File: config.mk
export PLATFORM = sky130hd
export DESIGN_NAME = vx_fifo_queue
export DESIGN_NICKNAME = d
export VERILOG_FILES = /design/src/rtl/vx_fifo_pkg.sv /design/src/rtl/vx_pending_size.sv /design/src/rtl/vx_fifo_queue.sv
export SDC_FILE = /design/constraint.sdc
export NUM_CORES = 1
export LEC_CHECK = 0
export BUFFER_PORTS_ARGS = -buffer_cell sky130_fd_sc_hd__buf_2
export CAP_MARGIN = 20
export CELL_PAD_IN_SITES_DETAIL_PLACEMENT = 1
export CELL_PAD_IN_SITES_GLOBAL_PLACEMENT = 1
export CORE_AREA = 5 5 42 44
export CTS_BUF_LIST = sky130_fd_sc_hd__clkbuf_2 sky130_fd_sc_hd__clkbuf_4 sky130_fd_sc_hd__clkbuf_8
export CTS_CLUSTER_DIAMETER = 100
export DETAILED_ROUTE_END_ITERATION = 12
export DIE_AREA = 0 0 47 49
export PLACE_DENSITY = 0.68
export RECOVER_POWER = 25
export SETUP_SLACK_MARGIN = 0.15
export SLEW_MARGIN = 40
export SYNTH_ARGS = -nofsm -noshare
export SYNTH_HDL_FRONTEND = slang
export SYNTH_HIERARCHICAL = 1
export SYNTH_SLANG_ARGS = --single-unit
File: constraint.sdc
create_clock -name clk -period 2 [get_ports clk]
set_clock_uncertainty 0.1 [all_clocks]
set_input_delay 0.4 -clock clk [delete_from_list [all_inputs] [get_ports clk]]
set_output_delay 0.4 -clock clk [all_outputs]
set_load 0.01 [all_outputs]
File: src/rtl/vx_fifo_pkg.sv
// vx_fifo_pkg: width helpers and default thresholds shared by the FIFO slice.
package vx_fifo_pkg;
  localparam int DEF_ALM_EMPTY = 1;
  function automatic int addr_w(input int n);
    return (n > 1) ? $clog2(n) : 1;
  endfunction
  function automatic int size_w(input int n);
    return $clog2(n + 1);
  endfunction
endpackage

File: src/rtl/vx_pending_size.sv
// vx_pending_size: occupancy counter with registered empty/full flags.
module vx_pending_size
  import vx_fifo_pkg::*;
#(
  parameter int SIZE  = 2,
  parameter int SIZEW = size_w(SIZE)
) (
  input  logic             clk,
  input  logic             reset,
  input  logic             push,
  input  logic             pop,
  output logic             empty,
  output logic             full,
  output logic [SIZEW-1:0] size
);
  logic pop_e, push_e;
  logic [SIZEW-1:0] size_n;
  assign pop_e  = pop && !empty;
  assign push_e = push && (!full || pop_e);
  assign size_n = size + SIZEW'(push_e) - SIZEW'(pop_e);
  always_ff @(posedge clk or negedge reset)
    if (!reset) begin
      size  <= '0;
      empty <= 1'b1;
      full  <= 1'b0;
    end else begin
      size  <= size_n;
      empty <= size_n == '0;
      full  <= size_n == SIZEW'(SIZE);
    end
endmodule

File: src/rtl/vx_fifo_queue.sv
// vx_fifo_queue: show-ahead FIFO with registered occupancy flags.
// Define VX_FIFO_CHECK_EN to flag overflow/underflow attempts in simulation.
module vx_fifo_queue
  import vx_fifo_pkg::*;
#(
  parameter int DATAW     = 1,
  parameter int SIZE      = 2,
  parameter int ALM_FULL  = SIZE - 1,
  parameter int ALM_EMPTY = DEF_ALM_EMPTY,
  parameter int ADDRW     = addr_w(SIZE),
  parameter int SIZEW     = size_w(SIZE)
) (
  input  logic             clk,
  input  logic             reset,
  input  logic             push,
  input  logic             pop,
  input  logic [DATAW-1:0] data_in,
  output logic [DATAW-1:0] data_out,
  output logic             empty,
  output logic             full,
  output logic             alm_empty,
  output logic             alm_full,
  output logic [SIZEW-1:0] size
);
  logic pop_e, push_e;
  logic [SIZEW-1:0] size_n;
  assign pop_e  = pop && !empty;
  assign push_e = push && (!full || pop_e);
  assign size_n = size + SIZEW'(push_e) - SIZEW'(pop_e);
  vx_pending_size #(.SIZE(SIZE), .SIZEW(SIZEW)) u_size (
    .clk(clk), .reset(reset), .push(push), .pop(pop),
    .empty(empty), .full(full), .size(size)
  );
  always_ff @(posedge clk or negedge reset)
    if (!reset) begin
      alm_empty <= 1'b1;
      alm_full  <= ALM_FULL == 0;
    end else begin
      alm_empty <= int'(size_n) <= ALM_EMPTY;
      alm_full  <= int'(size_n) >= ALM_FULL;
    end
  if (SIZE == 1) begin : g_one
    logic [DATAW-1:0] ent;
    always_ff @(posedge clk)
      if (push_e) ent <= data_in;
    assign data_out = empty ? '0 : ent;
  end else begin : g_ram
    logic [DATAW-1:0] mem [SIZE];
    logic [ADDRW-1:0] rd_ptr, wr_ptr;
    always_ff @(posedge clk)
      if (push_e) mem[wr_ptr] <= data_in;
    always_ff @(posedge clk or negedge reset)
      if (!reset) begin
        rd_ptr <= '0;
        wr_ptr <= '0;
      end else begin
        if (push_e) wr_ptr <= (wr_ptr == ADDRW'(SIZE - 1)) ? '0 : wr_ptr + 1'b1;
        if (pop_e) rd_ptr <= (rd_ptr == ADDRW'(SIZE - 1)) ? '0 : rd_ptr + 1'b1;
      end
    assign data_out = empty ? '0 : mem[rd_ptr];
  end
`ifdef VX_FIFO_CHECK_EN
  always @(posedge clk) begin
    if (reset && push && full && !pop) $error("vx_fifo_queue: push while full");
    if (reset && pop && empty) $error("vx_fifo_queue: pop while empty");
  end
`endif
endmodule

Word level (Yosys, flattened, before mapping)
Memories as Yosys holds them, arrays and structs flattened.
Cells that the tools add are included.
- mux-type cells: 5
- reductions and logical operators: 6
- $add $sub $neg: 4
- equality and inequality tests: 1
- order comparisons: 2
- operators with widths (cell ; count):
    1-bit 2-to-1 mux ; 5
    1-bit adder (second input constant) ; 2
    2-bit by 1-bit adder with 2-bit output ; 1
    2-bit equality test (second input constant) ; 1
    2-bit by 1-bit greater-or-equal comparator with 1-bit output (second input constant) ; 1
    2-bit by 1-bit less-or-equal comparator with 1-bit output (second input constant) ; 1
    1-bit logical AND ; 2
    1-bit zero test ; 2
    2-bit zero test ; 1
    2-bit by 1-bit subtractor with 2-bit output ; 1
    1-bit logical OR ; 1
- memories kept: 1
- word-level logic and storage cells: 26
- register bits after elaboration: 8
- output and inout port bits: 7
- input bits: 5
- memory bits (writable): 2
- memories (name ; depth ; width ; read ports ; clocked after Yosys merged registers in ; wr ports ; RTL line ; RTL):
    g_ram.mem ; 2 ; 1 ; 1 ; 0 ; 1 ; vx_fifo_queue.sv:48 ; logic [DATAW-1:0] mem [SIZE];

Longest topological paths before layout
Gate-level depths: netlist of run 1.
- depth in word-level cells: 7
- mapped depth: 8
- depth with buffers taken out: 8

Hierarchy
The synthesis of run 1 kept the hierarchy.
- modules (own cells, without submodules) (module ; cells an instance ; area an instance (um^2) ; instances ; seq. area each (um^2)):
    vx_fifo_queue ; 22 ; 290.3 ; 1 ; 161.4
    vx_pending_size ; 13 ; 187.7 ; 1 ; 101.3

Worst setup path before layout of run 1
No wires, ideal clock.
- path type: register -> register
- start: reg u_size.empty
- end: reg alm_full
- setup slack: 0.177 ns
- cell stages (with the launch flop): 9
- path buffers: 0
- arrival: 1.600 ns
- data required time: 1.776 ns
- setup time: 0.124 ns
- clock period less this slack: 1.823 ns
- cell sequence: dfstp_2 -> nor2b_4 -> o21ai_4 -> ha_1 -> inv_1 -> ha_1 -> xor2_1 -> xnor2_1 -> nand2b_1
- cells in the longest elaborated chain, start to end: 7
- RTL lines (element ; RTL line ; RTL):
    from (decl) ; vx_pending_size.sv:12 ; output logic empty,
    from (signal assigned) ; vx_pending_size.sv:24 ; empty <= 1'b1;
    from (signal assigned) ; vx_pending_size.sv:28 ; empty <= size_n == '0;
    1-bit zero test * ; vx_fifo_queue.sv:27 ; assign pop_e = pop && !empty;
    1-bit logical AND * ; vx_fifo_queue.sv:27 ;
    named net pop_e ; vx_fifo_queue.sv:25 ; logic pop_e, push_e;
    1-bit logical OR ; vx_fifo_queue.sv:28 ; assign push_e = push && (!full || pop_e);
    1-bit logical AND ; vx_fifo_queue.sv:28 ;
    2-bit by 1-bit adder with 2-bit output ; vx_fifo_queue.sv:29 ; assign size_n = size + SIZEW'(push_e) - SIZEW'(pop_e);
    2-bit by 1-bit subtractor with 2-bit output * ; vx_fifo_queue.sv:29 ;
    2-bit by 1-bit greater-or-equal comparator with 1-bit output * ; vx_fifo_queue.sv:40 ; alm_full <= int'(size_n) >= ALM_FULL;
    to (signal assigned) ; vx_fifo_queue.sv:37 ; alm_full <= ALM_FULL == 0;
    to (signal assigned) ; vx_fifo_queue.sv:40 ;
    to (decl) ; vx_fifo_queue.sv:22 ; output logic alm_full,
The timed path passes the listed nets; every way through them passes the cells marked *.
A chain may end at the register's enable or synchronous reset.

Final worst setup path of run 1
Same ends and word-level chain as after synthesis.

==> summary.txt, run 1 <==
Outcome
  • Status: finished clean

STA
  • Unrepaired setup endpoints after global routing: yes
  • Final Max Slew Viols: 0
  • Rel. slew slack: 69.8%
  • Peak Freq: 534 MHz
  • Tcrit/Tclk final: 93.6%
  • TNS Setup: 0 ps
  • Worst-Margin Slew: 453 ps
  • Final Hold Viols: 0
  • Setup-failing EPs final: 0
  • Post-layout minimum cycle time: 1870 ps

Synth
  • Xor-xnor portion of the synthesized cell area: 12.6%
  • Netlist cell types: 15
  • Sequential fraction of the synthesis area: 55.0%
  • Synthesized area: 478 um^2
  • Top cell type's share of synthesized area: 31.4%
  • Area leader, netlist: dfrtp_1
  • Post-Synth Simple-Gate Area: 11.5%
  • Syn Inst Count: 35
  • Largest cells by area after synthesis: dfrtp_1 31%, edfxtp_1 13%, dfstp_2 11%
  • Complex-gate fraction of the synthesized area: 4.45%
  • Largest family of logic cells by synthesized area: XOR/XNOR gates
  • Synthesis-stage register bit count: 10
  • Post-synthesis adder-cell area fraction: 10.5%
  • Mux cell area share after synthesis: 2.09%
  • Syn Nets: 44
  • Mean Syn Cell Area: 13.7 um^2
  • Yosys Warn Count: 6

CTS
  • CTS root buf: clkbuf_4
  • Cts bufs inserted: 3
  • Clock Latency Late Sink: 260 ps
  • CTS H-Tree Depth: 1
  • Clock transition at path regs: 60 ps
  • CTS tree: built
  • Clock sinks: 10
  • Bufs on Longest Clock Path: 2

Drt
  • Vias/cell: 4.47
  • Pre-antenna DRT Iters: 2
  • Initial drt markers: 1
  • Remaining DRCs: 0
  • Vias post-DR: 304
  • Avg WL per Cell: 13.5 um
  • Post-route antenna net violation count: 0
  • Routed wire length: 921 um

Floorplan
  • Vert. Die Dim: 49 um
  • Initial Util: 34.1%
  • Core area: 1400 um^2
  • # IOs: 12
  • Die width: 47 um
  • Site Rows: 14
  • Die area: 2300 um^2

Pwr
  • Cell Int Power: 0.665 mW
  • Pwr dens: 1650 nW/um^2
  • Switching share of power: 36.2%
  • Leakage: 0.302 nW
  • Logic pwr share: 49.3%
  • Clk pwr share: 13.0%
  • IR drop worst, VDD: 717 uV
  • Sequential Power Share: 37.8%
  • Switching pwr: 0.377 mW

Worst setup path
  • Nature of the critical path endpoint: flip-flop
  • Crit path DAT: 1930 ps
  • Max FO, Critical Path: 4
  • Cell family with most CP delay: flip-flops
  • Buf+Inv Stages, Crit Path: 1
  • Max stage delay on crit path: 580 ps
  • Crit-path cells: nor2b_4 -> o21ai_4 -> ha_1 -> inv_1 -> ha_4 -> xor2_2 -> xnor2_2 -> nand2b_1
  • Startpoint Class: flip-flop
  • CP required: 2060 ps
  • Setup CP Type: flip-flop to flip-flop
  • Slowest-stage cell, CP: dfstp_2

Finish
  • Multi-input combinational cell area: 229 um^2
  • Nets: 63
  • Antenna cells: 0
  • Register area: 263 um^2
  • Commonest non-fill, non-tap cell in the layout: buf_2
  • FILL cells: 166
  • Final instance area: 631 um^2
  • Layout cells sized above 1: 50.0%
  • Most frequent cells in the layout: 9 x buf_2, 6 x dfrtp_1, 4 x inv_1, 4 x nor2_1, 3 x clkbuf_4
  • Area Overhead vs Synth: 31.9%

Global routing
  • Initial antenna violation count: 0
  • Largest net degree at the start of global routing: 9
  • Aggregate global-route resource usage: 10.5%
  • Vias in the first global route: 353
  • GRT overflow: 0
  • First-pass GRT wire length: 1.61 mm

Run
  • Max-cap violations: 0

Placed design
  • RePlAce Congestion: 0.702
  • Port buffer count: 11
  • Placed inst area: 553 um^2

Worst hold path
  • HP Class: primary input to flip-flop
-- area by class of cell --
class | instances | share of cell area, %
clock buffer | 3 | 3.57
multi-input combinational | 20 | 36.3
timing repair buffer | 14 | 12.3
sequential | 10 | 41.7
inverter | 5 | 2.98
tap | 16 | 3.17
-- state kept, by name, summed over array words and instances (netlist names) --
signal,count
g_ram.wr_ptr,1
g_ram.rd_ptr,1
g_ram.mem,2
alm_empty,1
u_size/size,2
u_size/empty,1
u_size/full,1
alm_full,1
-- stage by stage --
step           hold WS [ps]  utilization [%]  instances  setup slack [ps]  total power [mW]
2_1_floorplan          4.41                -         35               177             0.701
4_1_cts                 235             43.6         68               111              1.01
3_3_place_gp            155             39.5         62              83.5             0.819
3_5_place_dp            157             39.5         62              46.7             0.841
5_1_grt                 276             45.0         68              32.2              1.13
6_report                270             45.0         68               128              1.04
-- final timing paths --
check	from	endpoint	slack (ps)	cells after the start
setup reg to reg	u_size/empty	alm_full	130	8
hold / removal	data_in	g_ram.mem[0]	270	1
max in group asynchronous	reset	u_size/empty	960	2
min in group asynchronous	reset	g_ram.rd_ptr	490	2
hold reg to reg	g_ram.rd_ptr	g_ram.rd_ptr	390	1
setup / recovery	u_size/empty	alm_full	130	8
-- cells by family (layout without fill, tap and decap cells) --
| group | count (synthesis) | in the layout |
|---|---|---|
| XOR/XNOR | 5 | 5 |
| multiplexers | 1 | 1 |
| adder cells (fa/ha/maj) | 4 | 4 |
| AND/OR/NAND/NOR | 8 | 8 |
| buffers and inverters | 5 | 22 |
| flip-flops | 10 | 10 |
| AO/OA/AOI/OAI | 2 | 2 |
-- power by group through the flow --
stage                     Combinational (mW)  Sequential [mW]  Clock, mW
after global routing                   0.572            0.410      0.150
final                                  0.514            0.394      0.135
after global placement                 0.434            0.385          0
after CTS                              0.482            0.391      0.139
after floorplan                        0.294            0.406          0
after detailed placement               0.453            0.388          0
-- cells in the mapped netlist --
library cell,number
dfrtp_1,6
inv_1,5
ha_1,4
nor2_1,4
dfstp_2,2
edfxtp_1,2
nor2b_4,2
xnor2_1,2
xor2_1,2
mux2i_1,1
nand2b_1,1
nor2b_1,1
o21ai_0,1
o21ai_4,1
xor3_2,1
-- what timing repair did --
action	in CTS	in global routing
endpoints found under the setup margin	3	5
hold endpoints to repair	6	0
buffers inserted	2	0
resized for setup	3	5
pin swaps	3	1
hold buffers	1	0
-- metal layers --
| layer | global-route usage (%) | share of wire, % | vias up | wire (um) |
|---|---|---|---|---|
| li1 | - | - | 144 | - |
| met1 | 12.0 | 36 | 146 | 331 |
| met2 | 15.8 | 52 | 11 | 483 |
| met3 | 4.80 | 8.7 | 3 | 80 |
| met4 | 5.53 | 2.7 | 0 | 25 |
| met5 | 0 | 0 | - | 0 |
Power figures use the tool's default switching activity.
==> run 2: changes to the inputs <==
==> constraint.sdc (replaced) <==
create_clock -name clk -period 2 [get_ports clk]
set_clock_uncertainty 0.1 [all_clocks]
set_input_delay 0 -clock clk [delete_from_list [all_inputs] [get_ports clk]]
set_output_delay 0 -clock clk [all_outputs]
set_load 0.01 [all_outputs]
==> run 2 against run 1 <==
Effect of this change:
- via count increased by 2.6%
- setup slack got worse by 43 ps
- first-iteration DRC count decreased by 100%
- sequential share of layout area decreased by 1.6 points
- non-clock buffer count increased by 3
- critical endpoint unchanged
==> summary.txt, run 2 (synthesis gave the netlist of run 1 again) <==
Placed design
  • Final HPWL DP: 604 um
  • RePlAce Congestion: 0.717 (was 0.702)
  • Placed inst area: 561 um^2 (was 553 um^2)
  • Port buffer count: 11 (unchanged)

Worst setup path
  • Top cell by count, worst path: ha_4
  • CP required: 2050 ps (was 2060 ps)
  • R2R Setup Slk: 80 ps (was 130 ps)
  • Slowest-stage cell, CP: dfstp_2 (unchanged)
  • Max stage delay on crit path: 580 ps (about the same)
  • Crit-path cells: nor2b_4 -> o21ai_4 -> ha_4 -> inv_2 -> ha_4 -> xor2_1 -> xnor2_1 -> nand2b_1 (was nor2b_4 -> o21ai_4 -> ha_1 -> inv_1 -> ha_4 -> xor2_2 -> xnor2_2 -> nand2b_1)
  • Nature of the critical path endpoint: flip-flop (unchanged)
  • Max FO, Critical Path: 4 (unchanged)
  • Startpoint Class: flip-flop (unchanged)
  • Setup CP Type: flip-flop to flip-flop (unchanged)
  • Crit path DAT: 1970 ps (was 1930 ps)

Drt
  • Vias/cell: 4.33 (was 4.47)
  • Vias post-DR: 312 (was 304)
  • Avg WL per Cell: 12.4 um (was 13.5 um)
  • Routed wire length: 896 um (was 921 um)
  • Post-route antenna net violation count: 0 (unchanged)
  • Remaining DRCs: 0 (unchanged)
  • Initial drt markers: 0 (was 1)
  • Pre-antenna DRT Iters: 1 (was 2)

Global routing
  • Vias in the first global route: 335 (was 353)
  • Largest net degree at the start of global routing: 9 (unchanged)
  • GR Util met1: 11.7% (was 12.0%)
  • Busiest layer in global routing: met1 (was met2)
  • Initial antenna violation count: 0 (unchanged)
  • Aggregate global-route resource usage: 8.70% (was 10.5%)
  • GRT overflow: 0 (unchanged)
  • GRT met2 Usage: 11.1% (was 15.8%)
  • Grt met3 use: 3.69% (was 4.80%)
  • First-pass GRT wire length: 1.40 mm (was 1.61 mm)

CTS
  • CTS H-Tree Depth: 1 (unchanged)
  • Clock Latency Late Sink: 260 ps (about the same)
  • Clock sinks: 10 (unchanged)
  • CTS root buf: clkbuf_4 (unchanged)
  • Clock transition at path regs: 70 ps (was 60 ps)
  • Cts bufs inserted: 3 (unchanged)
  • Bufs on Longest Clock Path: 2 (unchanged)
  • CTS tree: built (unchanged)

Floorplan
  • Die width: 47 um (unchanged)
  • Site Rows: 14 (unchanged)
  • # IOs: 12 (unchanged)
  • Initial Util: 34.1% (unchanged)
  • Die area: 2300 um^2 (unchanged)
  • Core area: 1400 um^2 (unchanged)
  • Vert. Die Dim: 49 um (unchanged)

Finish
  • Most frequent cells in the layout: 10 x buf_2, 6 x dfrtp_1, 4 x inv_1, 4 x nor2_1, 4 x buf_4 (was 9 x buf_2, 6 x dfrtp_1, 4 x inv_1, 4 x nor2_1, 3 x clkbuf_4)
  • Area Overhead vs Synth: 37.2% (was 31.9%)
  • Layout cells sized above 1: 48.2% (was 50.0%)
  • Commonest non-fill, non-tap cell in the layout: buf_2 (unchanged)
  • Utilization after layout: 46.8% (was 45.0%)
  • Final instance area: 656 um^2 (was 631 um^2)
  • Nets: 66 (was 63)
  • FILL cells: 160 (was 166)
  • Antenna cells: 0 (unchanged)
  • Biggest registers after layout: g_ram.mem x2, u_size/size x2 (unchanged)

STA
  • Final Hold Viols: 0 (unchanged)
  • Setup-failing EPs final: 0 (unchanged)
  • Tcrit/Tclk final: 95.8% (was 93.6%)
  • Rel. slew slack: 69.2% (was 69.8%)
  • Peak Freq: 522 MHz (was 534 MHz)
  • Final Max Slew Viols: 0 (unchanged)
  • Post-layout minimum cycle time: 1920 ps (was 1870 ps)
  • Worst-Margin Slew: 462 ps (was 453 ps)
  • Unrepaired setup endpoints after global routing: yes (unchanged)

Outcome
  • Status: finished clean (unchanged)

Pwr
  • Clk pwr share: 13.8% (was 13.0%)
  • IR drop worst, VDD: 832 uV (was 717 uV)
  • Pwr dens: 1590 nW/um^2 (was 1650 nW/um^2)
  • Leakage: 0.315 nW (was 0.302 nW)
  • Logic pwr share: 48.6% (was 49.3%)
  • Switching share of power: 36.4% (was 36.2%)
  • Switching pwr: 0.379 mW (was 0.377 mW)
  • Cell Int Power: 0.662 mW (was 0.665 mW)
  • Sequential Power Share: 37.6% (was 37.8%)

Worst hold path
  • HP Class: primary input to flip-flop (unchanged)

Run
  • Max-cap violations: 0 (unchanged)
[run 2: cell type report]
class / instances / area [um^2] / area share, %
multi-input combinational: 20 / 224 / 34.2
clock inverter: 1 / 3.75 / 0.573
clock buffer: 3 / 22.5 / 3.44
timing repair buffer: 17 / 104 / 15.8
sequential: 10 / 263 / 40.1
inverter: 5 / 18.8 / 2.86
tap: 16 / 20.0 / 3.05
[run 2: per-stage QoR]
step                TNS, ps  total power, mW  instances  hold WS [ps]  setup slack (ps)
floorplan                 0            0.701         35          -396               177
global placement          0            0.825         63          -244               152
detailed placement        0            0.832         63          -241               131
CTS                       0            0.986         69          4.37               119
global route          -11.7             1.14         72          73.7             -11.7
finish                    0             1.04         72          67.1              84.4
[run 2: critical path: cells and delay by family (launching register included)]
family                     cells  cell delay, ps
DFF                            1             580
xor gates and xnor gates       2             370
adders and majority gates      2             350
AOI/OAI and AO/OA              1             190
and+or+nand+nor                2             150
buffers and inverters          1              60
[run 2: routing by layer]
| metal | part of all wire, % | wire [um] | vias up |
|---|---|---|---|
| met2 | 49 | 435 | 11 |
| met1 | 42 | 376 | 145 |
| li1 | - | - | 154 |
| met5 | 0 | 0 | - |
| met4 | 1.7 | 15 | 0 |
| met3 | 7.5 | 67 | 2 |
[run 2: power by group through the flow]
stage	Combinational, mW	Sequential, mW	Clock (mW)
after CTS	0.454	0.385	0.146
after global placement	0.439	0.386	0
after floorplan	0.294	0.406	0
after global routing	0.575	0.407	0.160
final	0.505	0.391	0.144
after detailed placement	0.443	0.389	0
[run 2: timing repair]
action                                 in CTS  in global routing
gates resized for setup                     1                  5
hold buffers                                2                  0
setup buffers                               0                  3
endpoints found under the hold margin      10                  0
setup endpoints to repair                   2                  4
pin swaps                                   1                  3
[run 2: final timing paths]
check,start,to,cells after the start
max in group asynchronous,reset,u_size/empty,2
worst max register to register,u_size/empty,alm_full,8
worst max-delay path,u_size/empty,alm_full,8
worst min register to register,g_ram.rd_ptr,g_ram.rd_ptr,1
min in group asynchronous,reset,g_ram.wr_ptr,2
worst min-delay path,push,alm_empty,4
==> run 3: changes to the inputs <==
--- a/config.mk
+++ b/config.mk
@@ -7,2 +7,3 @@
 export LEC_CHECK = 0
+export ABC_CLOCK_PERIOD_IN_PS = 2000
 export BUFFER_PORTS_ARGS = -buffer_cell sky130_fd_sc_hd__buf_2
==> constraint.sdc (replaced) <==
create_clock -name clk -period 2 [get_ports clk]
set_clock_uncertainty 0.1 [all_clocks]
set_input_delay 0.2 -clock clk [delete_from_list [all_inputs] [get_ports clk]]
set_output_delay 0.2 -clock clk [all_outputs]
set_load 0.01 [all_outputs]
==> run 3 against run 2 <==
Effect of this change:
- largest power group unchanged
- power decreased by 0.11%
- clock power hardly changed
- non-clock buffer count is 1 lower
- count of clock-buffer cells in the layout unchanged
- register-to-register slack is essentially flat
==> summary.txt, run 3 (synthesis gave the netlist of run 1 again) <==
STA
  • Peak Freq: 522 MHz (about the same)
  • Worst setup margin: 84.2 ps (was 84.4 ps)
  • Rel. slew slack: 69.2% (about the same)
  • Worst-Margin Slew: 462 ps (about the same)
  • Setup-failing EPs final: 0 (unchanged)
  • Unrepaired setup endpoints after global routing: yes (unchanged)
  • Final Hold Viols: 0 (unchanged)
  • Tcrit/Tclk final: 95.8% (about the same)
  • Final Max Slew Viols: 0 (unchanged)
  • Post-layout minimum cycle time: 1920 ps (about the same)
  • WHS: 16.1 ps (was 67.1 ps)

Worst setup path
  • Setup CP Type: flip-flop to flip-flop (unchanged)
  • Cell family with most CP delay: flip-flops (unchanged)
  • Max FO, Critical Path: 4 (unchanged)
  • Crit path DAT: 1970 ps (about the same)
  • Startpoint Class: flip-flop (unchanged)
  • Top cell by count, worst path: ha_4 (unchanged)
  • CP required: 2050 ps (about the same)
  • Nature of the critical path endpoint: flip-flop (unchanged)
  • R2R Setup Slk: 80 ps (about the same)
  • Slowest-stage cell, CP: dfstp_2 (unchanged)
  • Crit-path cells: nor2b_4 -> o21ai_4 -> ha_4 -> inv_2 -> ha_4 -> xor2_1 -> xnor2_1 -> nand2b_1 (unchanged)
  • Max stage delay on crit path: 580 ps (about the same)
  • Buf+Inv Stages, Crit Path: 1 (unchanged)

Worst hold path
  • HP Class: primary input to flip-flop (unchanged)

Outcome
  • Status: finished clean (unchanged)

Placed design
  • Port buffer count: 11 (unchanged)
  • Place WS: 131 ps (unchanged)
  • Final HPWL DP: 604 um (unchanged)
  • Dpl cells: 63 (unchanged)
  • RePlAce Congestion: 0.717 (unchanged)

CTS
  • CTS tree: built (unchanged)
  • Clock Latency Late Sink: 260 ps (about the same)
  • Bufs on Longest Clock Path: 2 (unchanged)
  • CTS H-Tree Depth: 1 (unchanged)
  • Clock sinks: 10 (unchanged)
  • CTS root buf: clkbuf_4 (unchanged)
  • Cts bufs inserted: 3 (unchanged)
  • Clock transition at path regs: 70 ps (about the same)

Pwr
  • Sequential Power Share: 37.6% (about the same)
  • Pwr dens: 1610 nW/um^2 (was 1590 nW/um^2)
  • Logic pwr share: 48.5% (was 48.6%)
  • Clk pwr share: 13.9% (was 13.8%)
  • Switching pwr: 0.379 mW (about the same)
  • Cell Int Power: 0.660 mW (was 0.662 mW)
  • IR drop worst, VDD: 832 uV (about the same)
  • Leakage: 0.311 nW (was 0.315 nW)
  • Switching share of power: 36.4% (about the same)

Global routing
  • Initial antenna violation count: 0 (unchanged)
  • Vias in the first global route: 335 (unchanged)
  • Aggregate global-route resource usage: 8.70% (unchanged)
  • First-pass GRT wire length: 1.40 mm (unchanged)
  • GRT overflow: 0 (unchanged)
  • Largest net degree at the start of global routing: 9 (unchanged)

Finish
  • Biggest registers after layout: g_ram.mem x2, u_size/size x2 (unchanged)
  • Fin cells: 71 (was 72)
  • Nets: 65 (was 66)
  • Commonest non-fill, non-tap cell in the layout: buf_2 (unchanged)
  • Antenna cells: 0 (unchanged)
  • Area Overhead vs Synth: 35.1% (was 37.2%)
  • Most frequent cells in the layout: 10 x buf_2, 6 x dfrtp_1, 4 x inv_1, 4 x nor2_1, 4 x buf_4 (unchanged)
  • Layout cells sized above 1: 49.1% (was 48.2%)
  • FILL cells: 159 (was 160)
  • Utilization after layout: 46.1% (was 46.8%)

Drt
  • Avg WL per Cell: 12.6 um (was 12.4 um)
  • Pre-antenna DRT Iters: 1 (unchanged)
  • Vias/cell: 4.34 (was 4.33)
  • Remaining DRCs: 0 (unchanged)
  • Post-route antenna net violation count: 0 (unchanged)
  • Routed wire length: 896 um (unchanged)
  • Vias post-DR: 308 (was 312)
  • Initial drt markers: 0 (unchanged)

Run
  • Max-cap violations: 0 (unchanged)

Floorplan
  • Initial Util: 34.1% (unchanged)
  • Die area: 2300 um^2 (unchanged)
  • Die width: 47 um (unchanged)
  • Site Rows: 14 (unchanged)
  • # IOs: 12 (unchanged)
  • Vert. Die Dim: 49 um (unchanged)
  • Core area: 1400 um^2 (unchanged)
run 3: repair_timing:
action                     4_1_cts  5_1_grt
pin swaps                        1        3
resized for setup                1        5
setup buffers                    0        3
hold buffers                     1        0
setup endpoints to repair        2        4
hold endpoints to repair         8        0
run 3: through the flow:
stage | area (um^2) | power [mW] | TNS, ps
5_1_grt | 646 | 1.14 | -11.7
2_1_floorplan | 478 | 0.701 | 0
6_report | 646 | 1.04 | 0
3_3_place_gp | 561 | 0.825 | 0
4_1_cts | 597 | 0.984 | 0
3_5_place_dp | 561 | 0.832 | 0
run 3: per-layer routing:
| metal | part of all wire, % | up-vias | global-route usage [%] |
|---|---|---|---|
| met5 | 0 | - | 0 |
| met4 | 1.7 | 0 | 5.53 |
| met3 | 7.5 | 2 | 3.69 |
| met2 | 49 | 11 | 11.1 |
| met1 | 42 | 143 | 11.7 |
| li1 | - | 152 | - |
run 3: final timing paths:
check                      depth (start not counted)    startpoint            to
max                                                8  u_size/empty      alm_full
min                                                1       data_in  g_ram.mem[0]
max reg2reg                                        8  u_size/empty      alm_full
min reg2reg                                        1  g_ram.rd_ptr  g_ram.rd_ptr
max in group asynchronous                          2         reset  u_size/empty
min in group asynchronous                          2         reset  g_ram.wr_ptr
run 3: power by group through the flow:
stage	registers, mW	clock network (mW)	logic (mW)
3_3_place_gp	0.386	0	0.439
2_1_floorplan	0.406	0	0.294
3_5_place_dp	0.389	0	0.443
6_report	0.391	0.144	0.504
5_1_grt	0.406	0.160	0.573
4_1_cts	0.385	0.146	0.453
run 3: area by class of cell:
type                            count  area, um^2  area share (%)
Clock inverter                      1        3.75           0.581
Inverter                            5        18.8            2.91
Clock buffer                        3        22.5            3.49
Multi-Input combinational cell     20         224            34.7
Sequential cell                    10         263            40.7
Timing Repair Buffer               16        93.8            14.5
Tap cell                           16        20.0            3.10
